## src/rtl/stream_word_serializer.sv

```systemverilog
// Width-converting ready/valid serializer. It splits IN_W-bit words into OUT_W-bit beats,
// with a selectable beat order, an optional sync beat at the start of each frame, and frame counting.
module stream_word_serializer #(
    parameter int unsigned IN_W      = 16,
    parameter int unsigned OUT_W     = 8,
    parameter int unsigned FRAME_LEN = 512,
    parameter logic [31:0] SYNC_PAT  = 32'h0000_00A5
) (
    input  logic             clock,
    input  logic             reset,
    input  logic             in_valid,
    output logic             in_ready,
    input  logic [IN_W-1:0]  in_data,
    output logic             out_valid,
    input  logic             out_ready,
    output logic [OUT_W-1:0] out_data,
    output logic             out_last,
    input  logic             msb_first,
    input  logic             sync_en,
    output logic [15:0]      frame_cnt
);

    localparam int unsigned BEATS = IN_W / OUT_W;
    localparam int unsigned BW    = (BEATS > 1) ? $clog2(BEATS) : 1;
    localparam int unsigned WW    = (FRAME_LEN > 1) ? $clog2(FRAME_LEN) : 1;
    localparam logic [BW-1:0]    LAST_BEAT = BW'(BEATS - 1);
    localparam logic [WW-1:0]    LAST_WORD = WW'(FRAME_LEN - 1);
    localparam logic [OUT_W-1:0] SYNC_BEAT = OUT_W'(SYNC_PAT);

    if ((OUT_W == 0) || ((IN_W % OUT_W) != 0)) begin : g_bad_width
        $error("stream_word_serializer: IN_W must be a non-zero multiple of OUT_W");
    end
    if (FRAME_LEN < 1) begin : g_bad_frame
        $error("stream_word_serializer: FRAME_LEN must be at least 1");
    end

    typedef enum logic [1:0] {
        ST_LOAD  = 2'd0,
        ST_SYNC  = 2'd1,
        ST_SHIFT = 2'd2
    } state_t;

    state_t          state_r, next_state_s;
    logic [IN_W-1:0] word_r;
    logic            msb_r;
    logic [BW-1:0]   beat_r, beat_nxt_s, slice_idx_s;
    logic [WW-1:0]   widx_r, widx_nxt_s;
    logic [15:0]     frame_cnt_r, cnt_nxt_s;
    logic [IN_W-1:0] shifted_s;
    logic            capture_s, in_ready_s, out_valid_s, out_last_s;
    logic [OUT_W-1:0] out_data_s;

    // Next-state, index bookkeeping and output decode
    always_comb begin
        next_state_s = state_r;
        beat_nxt_s   = beat_r;
        widx_nxt_s   = widx_r;
        cnt_nxt_s    = frame_cnt_r;
        capture_s    = 1'b0;
        in_ready_s   = 1'b0;
        out_valid_s  = 1'b0;
        out_last_s   = 1'b0;
        out_data_s   = '0;
        slice_idx_s  = msb_r ? (LAST_BEAT - beat_r) : beat_r;
        shifted_s    = word_r >> (32'(slice_idx_s) * OUT_W);

        case (state_r)
            ST_LOAD: begin
                in_ready_s = 1'b1;
                if (in_valid) begin
                    capture_s    = 1'b1;
                    beat_nxt_s   = '0;
                    next_state_s = (sync_en && (widx_r == '0)) ? ST_SYNC : ST_SHIFT;
                end else begin
                    next_state_s = ST_LOAD;
                end
            end
            ST_SYNC: begin
                out_valid_s = 1'b1;
                out_data_s  = SYNC_BEAT;
                if (out_ready) begin
                    next_state_s = ST_SHIFT;
                    beat_nxt_s   = '0;
                end else begin
                    next_state_s = ST_SYNC;
                end
            end
            ST_SHIFT: begin
                out_valid_s = 1'b1;
                out_data_s  = shifted_s[OUT_W-1:0];
                out_last_s  = (beat_r == LAST_BEAT) && (widx_r == LAST_WORD);
                if (out_ready && (beat_r == LAST_BEAT)) begin
                    // Word completes; a waiting word can be taken in the same cycle.
                    in_ready_s = 1'b1;
                    beat_nxt_s = '0;
                    if (widx_r == LAST_WORD) begin
                        widx_nxt_s = '0;
                        cnt_nxt_s  = frame_cnt_r + 16'd1;
                    end else begin
                        widx_nxt_s = widx_r + WW'(1);
                    end
                    if (in_valid) begin
                        capture_s    = 1'b1;
                        next_state_s = (sync_en && (widx_nxt_s == '0)) ? ST_SYNC : ST_SHIFT;
                    end else begin
                        next_state_s = ST_LOAD;
                    end
                end else if (out_ready) begin
                    beat_nxt_s = beat_r + BW'(1);
                end else begin
                    next_state_s = ST_SHIFT;
                end
            end
            default: begin
                next_state_s = ST_LOAD;
            end
        endcase
    end

    // State, indices, captured word and frame counter
    always_ff @(posedge clock) begin
        if (reset) begin
            state_r     <= ST_LOAD;
            beat_r      <= '0;
            widx_r      <= '0;
            word_r      <= '0;
            msb_r       <= 1'b0;
            frame_cnt_r <= 16'd0;
        end else begin
            state_r     <= next_state_s;
            beat_r      <= beat_nxt_s;
            widx_r      <= widx_nxt_s;
            frame_cnt_r <= cnt_nxt_s;
            if (capture_s) begin
                word_r <= in_data;
                msb_r  <= msb_first;
            end else begin
                word_r <= word_r;
                msb_r  <= msb_r;
            end
        end
    end

    assign in_ready  = in_ready_s & ~reset;
    assign out_valid = out_valid_s;
    assign out_data  = out_data_s;
    assign out_last  = out_last_s;
    assign frame_cnt = frame_cnt_r;

endmodule

```

## config.mk

```make
export PLATFORM = sky130hd
export DESIGN_NAME = stream_word_serializer
export DESIGN_NICKNAME = d
export VERILOG_FILES = /design/src/rtl/stream_word_serializer.sv
export SDC_FILE = /design/constraint.sdc
export NUM_CORES = 1
export LEC_CHECK = 0
export ABC_AREA = 1
export BUFFER_PORTS_ARGS = -buffer_cell sky130_fd_sc_hd__buf_2
export CELL_PAD_IN_SITES_DETAIL_PLACEMENT = 1
export CELL_PAD_IN_SITES_GLOBAL_PLACEMENT = 1
export CORE_MARGIN = 4
export CORE_UTILIZATION = 28
export CTS_BUF_LIST = sky130_fd_sc_hd__clkbuf_16
export CTS_CLUSTER_DIAMETER = 100
export DETAILED_ROUTE_END_ITERATION = 8
export PLACE_DENSITY = 0.69
export SKIP_CTS_REPAIR_TIMING = 1
export SYNTH_ARGS = -nofsm -noshare
export SYNTH_HDL_FRONTEND = slang
export SYNTH_SLANG_ARGS = --single-unit
```

## constraint.sdc

```tcl
create_clock -name clock -period 2.3 [get_ports clock]
set_clock_uncertainty 0.1 [all_clocks]
set_input_delay 0.46 -clock clock [delete_from_list [all_inputs] [get_ports clock]]
set_output_delay 0.46 -clock clock [all_outputs]
set_load 0.005 [all_outputs]
```

## Yosys cells after proc, flatten, opt, wreduce, memory -nomap -nowiden

Index checks and enable logic that the tools add are counted.

| operators by class | value |
|---|---|
| shift operators | 1 |
| equal/unequal tests | 7 |
| $mul | 0 |
| reductions and logical operators | 12 |
| add/subtract/negate cells | 4 |
| bitwise gates (word level) | 2 |
| muxes and demuxes | 25 |
| magnitude comparators | 0 |
| div/mod/pow operators | 0 |

Operators by type and width:

| cell | count |
|---|---|
| 9-bit two-way mux | 3 |
| 9-bit logical NOT | 2 |
| 16-bit by 1-bit adder with 16-bit output, second input constant | 1 |
| 8-bit case mux with 2 select lines | 1 |
| 16-bit by 4-bit >> shifter with 8-bit output | 1 |
| 2-bit two-way mux | 7 |
| 1-bit two-way mux | 10 |
| 9-bit by 1-bit adder with 9-bit output, second input constant | 1 |
| 9-bit == test, second input constant | 1 |
| 3-bit inequality test, second input constant | 2 |
| 2-bit case mux with 3 select lines | 1 |
| 1-bit logical AND | 4 |
| 2-bit inequality test, second input constant | 2 |
| 1-bit case mux with 2 select lines | 2 |
| 4-bit AND reduction | 1 |
| 1-bit case mux with 3 select lines | 1 |
| 3-bit AND reduction | 1 |
| 3-bit nonzero test | 1 |
| 2-bit by 1-bit == test with 1-bit output, second input constant | 1 |
| 2-bit == test, second input constant | 1 |
| 2-bit logical NOT | 1 |
| 2-bit AND reduction | 1 |
| 2-bit OR reduction | 1 |
| 1-bit adder, second input constant | 1 |
| 3 further kinds | 3 |

| storage, ports and cells | value |
|---|---|
| output and inout bits | 27 |
| bits in latches | 0 |
| memories kept | 0 |
| bits in read-only memories | 0 |
| word-level logic and storage cells | 57 |
| RAM bits | 0 |
| register bits after elaboration | 45 |

## Longest topological paths before layout

Gate-level depths: netlist (run 1).

| depth | value |
|---|---|
| word-level depth | 10 |
| mapped depth | 19 |
| gate-level depth less buffers | 19 |

## Worst setup path after synthesis (run 1)

Ideal clock, no wire load.

| timing path | value |
|---|---|
| path type | reg2reg |
| start | register widx_r[1] |
| end | register frame_cnt_r[13] (netlist: frame_cnt[13]) |
| buffers on the path | 0 |
| setup slack | 94 ps |
| data required time | 2087 ps |
| stages on the path, launching flop included | 17 |
| data arrival time | 1992 ps |
| library setup time | 113 ps |
| cells stage by stage | dfxtp_1 -> ha_1 -> nand2_1 -> inv_1 -> nand2_1 -> nor2_1 -> ha_1 -> inv_2 -> nor2_4 -> nand2_4 -> nor2_4 -> nand4_2 -> nor2_2 -> nand3_2 -> nand3b_4 -> o21ai_1 -> nor2_1 |

| on the way | value |
|---|---|
| longest elaborated chain between the ends | 2 |

Ends and longest elaborated chain:

| element | line | RTL |
|---|---|---|
| start, declared | 47 | `logic [WW-1:0] widx_r, widx_nxt_s;` |
| start signal, assigned | 132 | `widx_r <= widx_nxt_s;` |
| 9-bit == test | 96 | `if (widx_r == LAST_WORD) begin` |
| 3-bit AND reduction (no source line) | n/a |  |
| end signal, assigned | 133 | `frame_cnt_r <= cnt_nxt_s;` |
| end, declared | 48 | `logic [15:0] frame_cnt_r, cnt_nxt_s;` |

Every way passes these cells.
A chain may end at the register's enable or synchronous reset.

## Worst setup path in the final report (run 1)

| timing path | value |
|---|---|
| start | register widx_r[1] |
| end | register state_r[1] |

| on the way | value |
|---|---|
| longest elaborated chain between the ends | 10 |

Ends and longest elaborated chain:

| element | line | RTL |
|---|---|---|
| 9-bit by 1-bit adder with 9-bit output / 9-bit == test (equally long branches) | 100, 96 |  |
| 9-bit two-way mux | 96 |  |
| 9-bit two-way mux | 92 | `if (out_ready && (beat_r == LAST_BEAT)) begin` |
| 9-bit two-way mux | 67 | `case (state_r)` |
| 9-bit logical NOT | 104 | `next_state_s = (sync_en && (widx_nxt_s == '0)) ? ST_SYNC : ST_SHIFT;` |
| 1-bit logical AND | 104 |  |
| 2-bit two-way mux | 104 |  |
| 2-bit two-way mux | 102 | `if (in_valid) begin` |
| 2-bit two-way mux | 92 |  |
| 2-bit case mux with 3 select lines * | 67 |  |
| end signal, assigned | 130 | `state_r <= next_state_s;` |
| end, declared | 43 | `state_t state_r, next_state_s;` |

Mark *: on every way between the ends. The rest lies on a longest branch, timed or not. The select of a mux whose other input is x is not followed.

==> impl_metrics.tcl, run 1 <==
set metrics [dict create \
    ys_seq_area_share_pct 38.0 \
    layout_commonest_cell "nand2_1" \
    syn2layout_area_growth_pct 33.9 \
    mostFrequentLayoutCells "nand2_1 (50), buf_2 (48), a21oi_1 (41), dfxtp_1 (41), nor2_1 (36)" \
    ir_drop_mv 0.255 \
    routed_via_density 4.79 \
    slew_headroom_pct 66.3 \
    htreeDepth 2 \
    routed_wl_mm 7.10 \
    startpoint "widx_r[1]" \
    setup_slack_ns 0.0205 \
    die_x_um 100 \
    die_h_um 100 \
    cp_max_fo 7 \
    crit_path_cell_trace "ha_4 > nand2_4 > inv_2 > nand2_2 > nor2_2 > ha_2 > inv_4 > buf_12 > nand2_4 > nand3_2 > nor2_1 > nand3_1 > nor2_1 > nand2_1 > nand2_1 > nand2_1 > nand2_1 > nand2_1 > nand2_1 > a21oi_2" \
    die_area_um2 9990 \
    first_pass_iters 4 \
    period_share_pct 99.1 \
    rsz0062_at_grt "true" \
    final_layout_size_suffix_gt1_share_pct 30.4 \
    hold_class "input port to register" \
    place_congestion 0.869 \
    max_cap_viol_count 0 \
    grt_use_total_pct 14.0 \
    numCtsBuffers 5 \
    slowest_stage "dfxtp_2" \
    cts_tree "yes" \
    drtIter0Drc 60 \
    cts-root-buf "clkbuf_16" \
    cp-start-kind "register" \
    ant_nets 0 \
    std_cell_rows 33 \
    grt_antenna_before_repair 0 \
    synth_area_leaders "dfxtp_1 (38%), a21oi_1 (8.9%), nand2_1 (8.7%)" \
    synth-seq-cells 45 \
    start_util_pct 28.8 \
    tightest_slew_ns 0.500 \
    fin_nets 437 \
    via_count 2455 \
    wl_per_cell_um 13.8 \
    final_hold_viol_count 0 \
    outcome "complete, no violations" \
    power_density_nw_per_um2 592 \
    synthCells 337 \
    synth_edf_count 0 \
    crit_path_max_incr_delay_ns 0.36 \
    diodes 0 \
    synth_top_cell_by_area "dfxtp_1" \
    overflow 0 \
    crit_top_cell "nand2_1" \
    clock_sinks 45 \
    clkLatencyLatePin_ns 0.29 \
    finalSetupViolations 0 \
    dp_hpwl_mm 4.97 \
    port_buffers 48 \
    yosysUniqueCellTypes 33 \
    worstSetupPathType "register to register" \
    slew_violations 0 \
    required_ns 2.38 \
    drc 0 \
    ios 49 \
    max_freq_mhz 439 \
    syn-cell-area_um2 2370 \
    fin_tns_setup_ns 0 \
    grt_pass1_wl_mm 11.3 \
    endpoint_kind "register" \
    core_um2 8220 \
    synth_top_cell_area_share_pct 38.0 \
    r2r_start "widx_r[1]" \
    clockBufferDepth 2 \
    crit_arrival_ns 2.35 \
    clk_pin_slew_ns 0.06 \
    pre_cts_ws_ns 0.0318 \
    grt_pass1_vias 2449 \
    syn_area_per_cell_um2 7.03 \
    synthFlopType "dfxtp_1" \
    grt_max_degree 26 \
    period_needed_ns 2.28 \
    leakagePower_nw 1.45 \
    yosysWarnings 0 \
    syn-num-nets 367 \
    synthArstFlopShare_pct 0 \
    hold_start "in_data[11]" \
]
==> layout make-up <==
type	instances	area (um2)
fillers	1031	5050
multi-input cells	243	1370
flip-flops and latches	45	908
repair buffers	75	455
inverters	37	141
well taps	105	131
clock buffers	5	125
clock inverters	3	37.5
==> cells in the mapped netlist, types with 2 or more instances <==
library cell	count
o21ai_0	23
o21bai_1	5
o21a_1	3
or2_2	2
o21ai_1	4
dfxtp_1	45
a211oi_1	2
nand2_2	4
inv_1	36
clkbuf_1	8
nand2_1	55
nand3_1	31
nor2_2	2
a21oi_1	42
ha_1	8
nand3_2	2
nor2_4	3
nand4_1	4
nor3_1	3
buf_2	2
nor2_1	41
==> stage by stage <==
stage | power, W | cell area [um2] | hold WS (ns) | instances | utilization [%]
final | 0.00188 | 3170 | 0.310 | 513 | 38.6
after global routing | 0.00198 | 3170 | 0.320 | 513 | 38.6
after CTS | 0.00190 | 3000 | 0.308 | 504 | 36.5
after detailed placement | 0.00108 | 2830 | 0.373 | 496 | 34.5
after global placement | 0.00107 | 2830 | 0.368 | 496 | 34.5
after floorplan | 0.000993 | 2370 | 0.348 | 337 | -
==> report_power, final <==
group          internal, W  switching [W]  total (W)  leakage, nW
Sequential        0.000809      0.0000193   0.000828        0.368
Combinational    0.0000900       0.000143   0.000233        0.999
Clock             0.000505       0.000310   0.000815       0.0826
Total              0.00140       0.000472    0.00188         1.45
==> flip-flops by register name, summed over array words and instances, names as in the netlist <==
register,flops
state_r,2
frame_cnt,16
widx_r,9
beat_r,1
word_r,16
msb_r,1
==> critical path, delay by kind of cell, from the launching register on <==
kind,cells,cell delay [ns]
AO/OA/AOI/OAI,1,0.05
adder cells (fa/ha/maj),2,0.35
AND/OR/NAND/NOR,14,1.05
flip-flops,1,0.36
buffers and inverters,3,0.24
==> cells by family (layout without fill, tap and decap cells) <==
kind of cell               after synthesis  count (layout)  share of synthesized area (%)
buffers and inverters                   49             120                           8.19
and+or+nand+nor                        153             153                           30.6
DFF                                     45              45                           38.0
adders and majority gates                8               8                           4.23
AOI/OAI and AO/OA                       82              82                           18.9
==> path summary, 6_finish.rpt <==
| path | to | slack, ns | cells past startpoint |
|---|---|---|---|
| setup / recovery | state_r[1] | 0.02 | 20 |
| hold / removal | word_r[11] | 0.31 | 3 |
| setup reg to reg | state_r[1] | 0.02 | 20 |
| hold reg to reg | word_r[14] | 0.38 | 2 |
==> layer usage <==
layer	vias up	track usage [%]	share of wire, %
met5	-	0	0
met4	0	4.35	1.4
met3	9	2.64	3.3
met2	49	23.7	48
met1	1148	17.9	47
li1	1249	-	-
Power figures use the tool's default switching activity.
==> run 2: changes to the inputs <==
- clock period: 2.3 -> 2 ns (I/O delays scaled with it)
==> run 2 against run 1 <==
Net effect:
- critical path type is now register to primary output
- flip-flop and latch count unchanged
- die area unchanged
- largest cell class unchanged
- core utilization is 3.2 points higher
- the run now ends with setup timing left
- design area grew 8.2%
- setup slack lost 0.31 ns
- final cell count rose by 4.1%
- routed wire length grew 4.0%
==> impl_metrics.tcl, run 2 (synthesis results as in run 1) <==
set metrics [dict create \
    cts_tree "yes" \
    met2_usage_pct 26.4 \
    clkLatencyLatePin_ns 0.29 \
    grtUsageMet1_pct 18.1 \
    drtIter0Drc 64 \
    grt_max_degree 26 \
    busiest_layer "met2" \
    routed_via_density 4.83 \
    mostFrequentLayoutCells "nand2_1 (50), buf_2 (47), buf_4 (46), dfxtp_1 (39), a21oi_1 (37)" \
    ant_nets 0 \
    start_util_pct 28.8 \
    hold_class "input port to register" \
    switching_share_pct 27.1 \
    failed_checks "setup timing" \
    p_seq_share_pct 46.0 \
    outcome "finished, violations left" \
    fin_area_um2 3430 \
    rsz0062_at_grt "true" \
    grt_pass1_vias 2598 \
    period_needed_ns 2.29 \
    die_h_um 100 \
    final_hold_viol_count 0 \
    period_share_pct 115 \
    die_area_um2 9990 \
    grt_use_total_pct 14.8 \
    fin_nets 460 \
    ios 49 \
    place_area_um2 2990 \
    p_clk_share_pct 38.1 \
    whs_ns 0.255 \
    grt_antenna_before_repair 0 \
    slew_violations 0 \
    dp_hpwl_mm 5.28 \
    port_buffers 48 \
    max_cap_viol_count 0 \
    via_count 2581 \
    overflow 0 \
    drc 0 \
    cts-root-buf "clkbuf_16" \
    grt_pass1_wl_mm 12.1 \
    fillCellCount 1034 \
    crit_arrival_ns 1.79 \
    finalSetupViolations 13 \
    final_layout_size_suffix_gt1_share_pct 39.4 \
    setup_slack_ns -0.291 \
    place_congestion 0.856 \
    fin_tns_setup_ns -1.91 \
    worstSetupPathType "register to primary output" \
    first_pass_iters 4 \
    numCtsBuffers 5 \
    leakagePower_nw 1.55 \
    internal_power_w 0.00152 \
    clk_pin_slew_ns 0.06 \
    htreeDepth 2 \
    tightest_slew_ns 0.336 \
    core_um2 8220 \
    cp_max_fo 5 \
    syn2layout_area_growth_pct 44.9 \
    routed_wl_mm 7.39 \
    cp-start-kind "register" \
    required_ns 1.50 \
    diodes 0 \
    ir_drop_mv 0.459 \
    endpoint_kind "primary output" \
    clock_sinks 45 \
    clockBufferDepth 2 \
    power_density_nw_per_um2 607 \
    layout_commonest_cell "nand2_1" \
    comb_power_share_pct 15.9 \
    wl_per_cell_um 13.8 \
    std_cell_rows 33 \
    slew_headroom_pct 77.5 \
    die_x_um 100 \
    grt_util_met3_pct 3.06 \
    power_switching_w 0.000565 \
    max_freq_mhz 436 \
]
-- run 2: cell count changes in the layout (fill, tap and decap cells not counted), moves of 4 or more --
cell / delta
a21oi_1: -4
a21oi_2: +4
buf_4: +20
buf_6: +5
inv_1: -7
inv_2: +4
o21ai_0: -7
o21ai_2: +4
-- run 2: through the flow --
step / std cells / utilization [%] / power [W] / setup slack, ns
2_1_floorplan: 337 / - / 0.00114 / -0.0799
3_3_place_gp: 516 / 36.4 / 0.00124 / -0.115
3_5_place_dp: 516 / 36.4 / 0.00125 / -0.254
4_1_cts: 522 / 38.0 / 0.00205 / -0.275
5_1_grt: 534 / 41.8 / 0.00219 / -0.472
6_report: 534 / 41.8 / 0.00208 / -0.291
-- run 2: power by group through the flow --
stage               combinational [W]  sequential (W)  clock, W
global placement             0.000272        0.000971         0
global route                 0.000377        0.000963  0.000852
floorplan                    0.000175        0.000966         0
detailed placement           0.000279        0.000972         0
finish                       0.000332        0.000960  0.000793
CTS                          0.000280        0.000952  0.000815
-- run 2: cell type report --
cell class | count | area, um2 | share of cell area, %
inverter | 37 | 149 | 4.34
sequential | 45 | 913 | 26.6
clock inverter | 1 | 5.00 | 0.146
tap | 105 | 131 | 3.83
clock buffer | 5 | 125 | 3.65
multi-input combinational | 243 | 1470 | 42.9
timing repair buffer | 98 | 637 | 18.6
-- run 2: final timing paths --
path,from,to,slack (ns),cells after the start
max,widx_r[0],out_last,-0.29,12
min,in_data[5],word_r[5],0.26,3
max reg2reg,widx_r[0],frame_cnt[15],-0.24,17
min reg2reg,word_r[1],word_r[1],0.39,2
-- run 2: worst max-delay path: stages, from the launching register on --
cell     delay, ns
dfxtp_2       0.35
ha_4          0.15
nand2_4       0.05
inv_2         0.06
nand2_2       0.07
nor2_4        0.12
ha_4          0.15
inv_6         0.05
nor2_4        0.13
buf_4         0.12
buf_6         0.08
buf_6         0.08
buf_6         0.08
-- run 2: metal layers --
layer | vias to the layer above | wire [um]
li1 | 1292 | -
met1 | 1231 | 3320
met2 | 49 | 3660
met3 | 9 | 302
met4 | 0 | 108
met5 | - | 0
==> run 3: changes to the inputs <==
- ABC_AREA: 1 -> 0
- PLACE_DENSITY: 0.69 -> 0.66
==> run 3 against run 2 <==
Net effect:
- the flow still finishes with violations (setup timing)
- combinational power down 5%
- via count down 9.0%
- clock power up 20%
- core utilization down 1.6 points
- sequential share of layout area down 0.38 points
- die area up 4.2%
- largest cell class unchanged
- largest power group is now the clock network
- highest routed layer unchanged
==> impl_metrics.tcl, run 3 <==
set metrics [dict create \
    dp_hpwl_mm 4.93 \
    via_count 2349 \
    endpoint_kind "primary output" \
    setup_slack_ns -0.216 \
    grt_use_total_pct 13.4 \
    max_freq_mhz 451 \
    failed_checks "setup timing" \
    synth_top_cell_area_share_pct 36.4 \
    grt_pass1_wl_mm 11.3 \
    yosysUniqueCellTypes 50 \
    grt_max_degree 23 \
    outcome "finished, violations left" \
    start_util_pct 28.5 \
    syn_area_per_cell_um2 8.40 \
    routed_via_density 4.87 \
    slew_headroom_pct 73.0 \
    yosysWarnings 0 \
    synthAdderAreaFrac_pct 4.04 \
    period_share_pct 111 \
    hold_class "input port to register" \
    worstHoldPathCells 3 \
    die_x_um 102 \
    die_h_um 102 \
    power_w 0.00221 \
    ys_top_cells_by_count "dfxtp_1 (45), nand2_1 (40), nor2_1 (35)" \
    cts_tree "yes" \
    synthArstFlopShare_pct 0 \
    synth_area_leaders "dfxtp_1 (36%), nand2_1 (6.1%), nor2_1 (5.3%)" \
    slowest_stage "dfxtp_4" \
    synth_xor_area_share_pct 7.47 \
    core_um2 8680 \
    syn2layout_area_growth_pct 40.8 \
    synth-seq-cells 45 \
    clockBufferDepth 2 \
    wl_per_cell_um 14.5 \
    r2r.worst_path.cells 9 \
    synth.area.mux_share_pct 3.43 \
    synthCells 295 \
    final_hold_viol_count 0 \
    clk_pin_slew_ns 0.07 \
    drc 0 \
    first_pass_iters 4 \
    final_layout_size_suffix_gt1_share_pct 43.9 \
    crit_family "simple AND/OR/NAND/NOR gates" \
    max_cap_viol_count 0 \
    ys_seq_area_share_pct 36.4 \
    std_cell_rows 34 \
    pre_cts_ws_ns -0.196 \
    drtIter0Drc 39 \
    cp.depth 8 \
    ios 49 \
    grt_pass1_vias 2338 \
    htreeDepth 2 \
    cp_max_fo 6 \
    synth_top_family_by_area "simple AND/OR/NAND/NOR gates" \
    ant_nets 0 \
    synthFlopType "dfxtp_1" \
    synth_compound_area_share_pct 14.9 \
    cts-root-buf "clkbuf_16" \
    syn-cell-area_um2 2480 \
    grt_antenna_before_repair 0 \
    rsz0062_at_grt "true" \
    synth_top_cell_by_area "dfxtp_1" \
    required_ns 1.50 \
    power_density_nw_per_um2 635 \
    layout_commonest_cell "buf_2" \
    clkLatencyLatePin_ns 0.29 \
    routed_wl_mm 6.98 \
    synth_edf_count 0 \
    die_area_um2 10400 \
    overflow 0 \
    place_congestion 0.809 \
    fin_nets 403 \
    tightest_slew_ns 0.402 \
    syn-num-nets 325 \
    ir_drop_mv 0.276 \
    mostFrequentLayoutCells "buf_2 (47), dfxtp_1 (40), nand2_1 (39), nor2_1 (32), buf_4 (32)" \
    slew_violations 0 \
    cp.buffers_inverters 2 \
    finalSetupViolations 23 \
    clock_sinks 45 \
    period_needed_ns 2.22 \
    diodes 0 \
    crit_arrival_ns 1.72 \
    cp-start-kind "register" \
    worstSetupPathType "register to primary output" \
    crit_path_max_incr_delay_ns 0.36 \
    synth.most_common_cell "dfxtp_1" \
    port_buffers 48 \
    synth-simple-area-share_pct 28.9 \
    crit_path_cell_trace "ha_4 > nand3_4 > nor2_4 > and3_4 > ha_4 > buf_6 > and3_4 > buf_6" \
    leakagePower_nw 1.40 \
    numCtsBuffers 5 \
]
## run 3: cells by family after synthesis
family,count (synthesis)
simple gates,137
fa+ha+maj,8
buf+inv,22
compound gates,56
xor+xnor,19
flops,45
mux,8
## run 3: metrics by stage
stage / cell area, um2 / hold slack (ns) / util (%) / std cells / setup TNS, ns
detailed placement: 3020 / 0.348 / 34.8 / 462 / -1.56
CTS: 3190 / 0.240 / 36.7 / 470 / -5.08
global route: 3490 / 0.246 / 40.2 / 482 / -4.09
finish: 3490 / 0.245 / 40.2 / 482 / -1.92
global placement: 3020 / 0.345 / 34.8 / 462 / -1.08
floorplan: 2520 / 0.332 / - / 295 / -1.26
## run 3: power breakdown
group,total [W],switching (W),internal [W]
Clock,0.000953,0.000368,0.000586
Combinational,0.000317,0.000171,0.000146
Sequential,0.000945,0.0000202,0.000924
Total,0.00221,0.000558,0.00166
## run 3: final cells by class
type	count	area, um2
clock buffer	5	125
clock inverter	3	41.3
fill	1044	5190
inverter	6	22.5
multi-input combinational	228	1670
sequential	45	915
tap	108	135
timing repair buffer	87	583
## run 3: final timing paths
kind,start,to,slack (ns)
worst max-delay path,widx_r[0],out_last,-0.22
worst min register to register,word_r[11],word_r[11],0.36
worst min-delay path,in_data[1],word_r[1],0.25
worst max register to register,widx_r[0],state_r[1],-0.16
## run 3: metal layers
metal / up-vias / global-route usage (%) / share of wire [%]
met4: 0 / 3.33 / 0.92
li1: 1174 / - / -
met5: - / 0 / 0
met1: 1121 / 17.8 / 47
met2: 46 / 22.1 / 48
met3: 8 / 2.80 / 4.2
## run 3: worst min-delay path, stage by stage
cell and delay (ns):
buf_2 0.10, nand2_2 0.05, a21oi_2 0.04
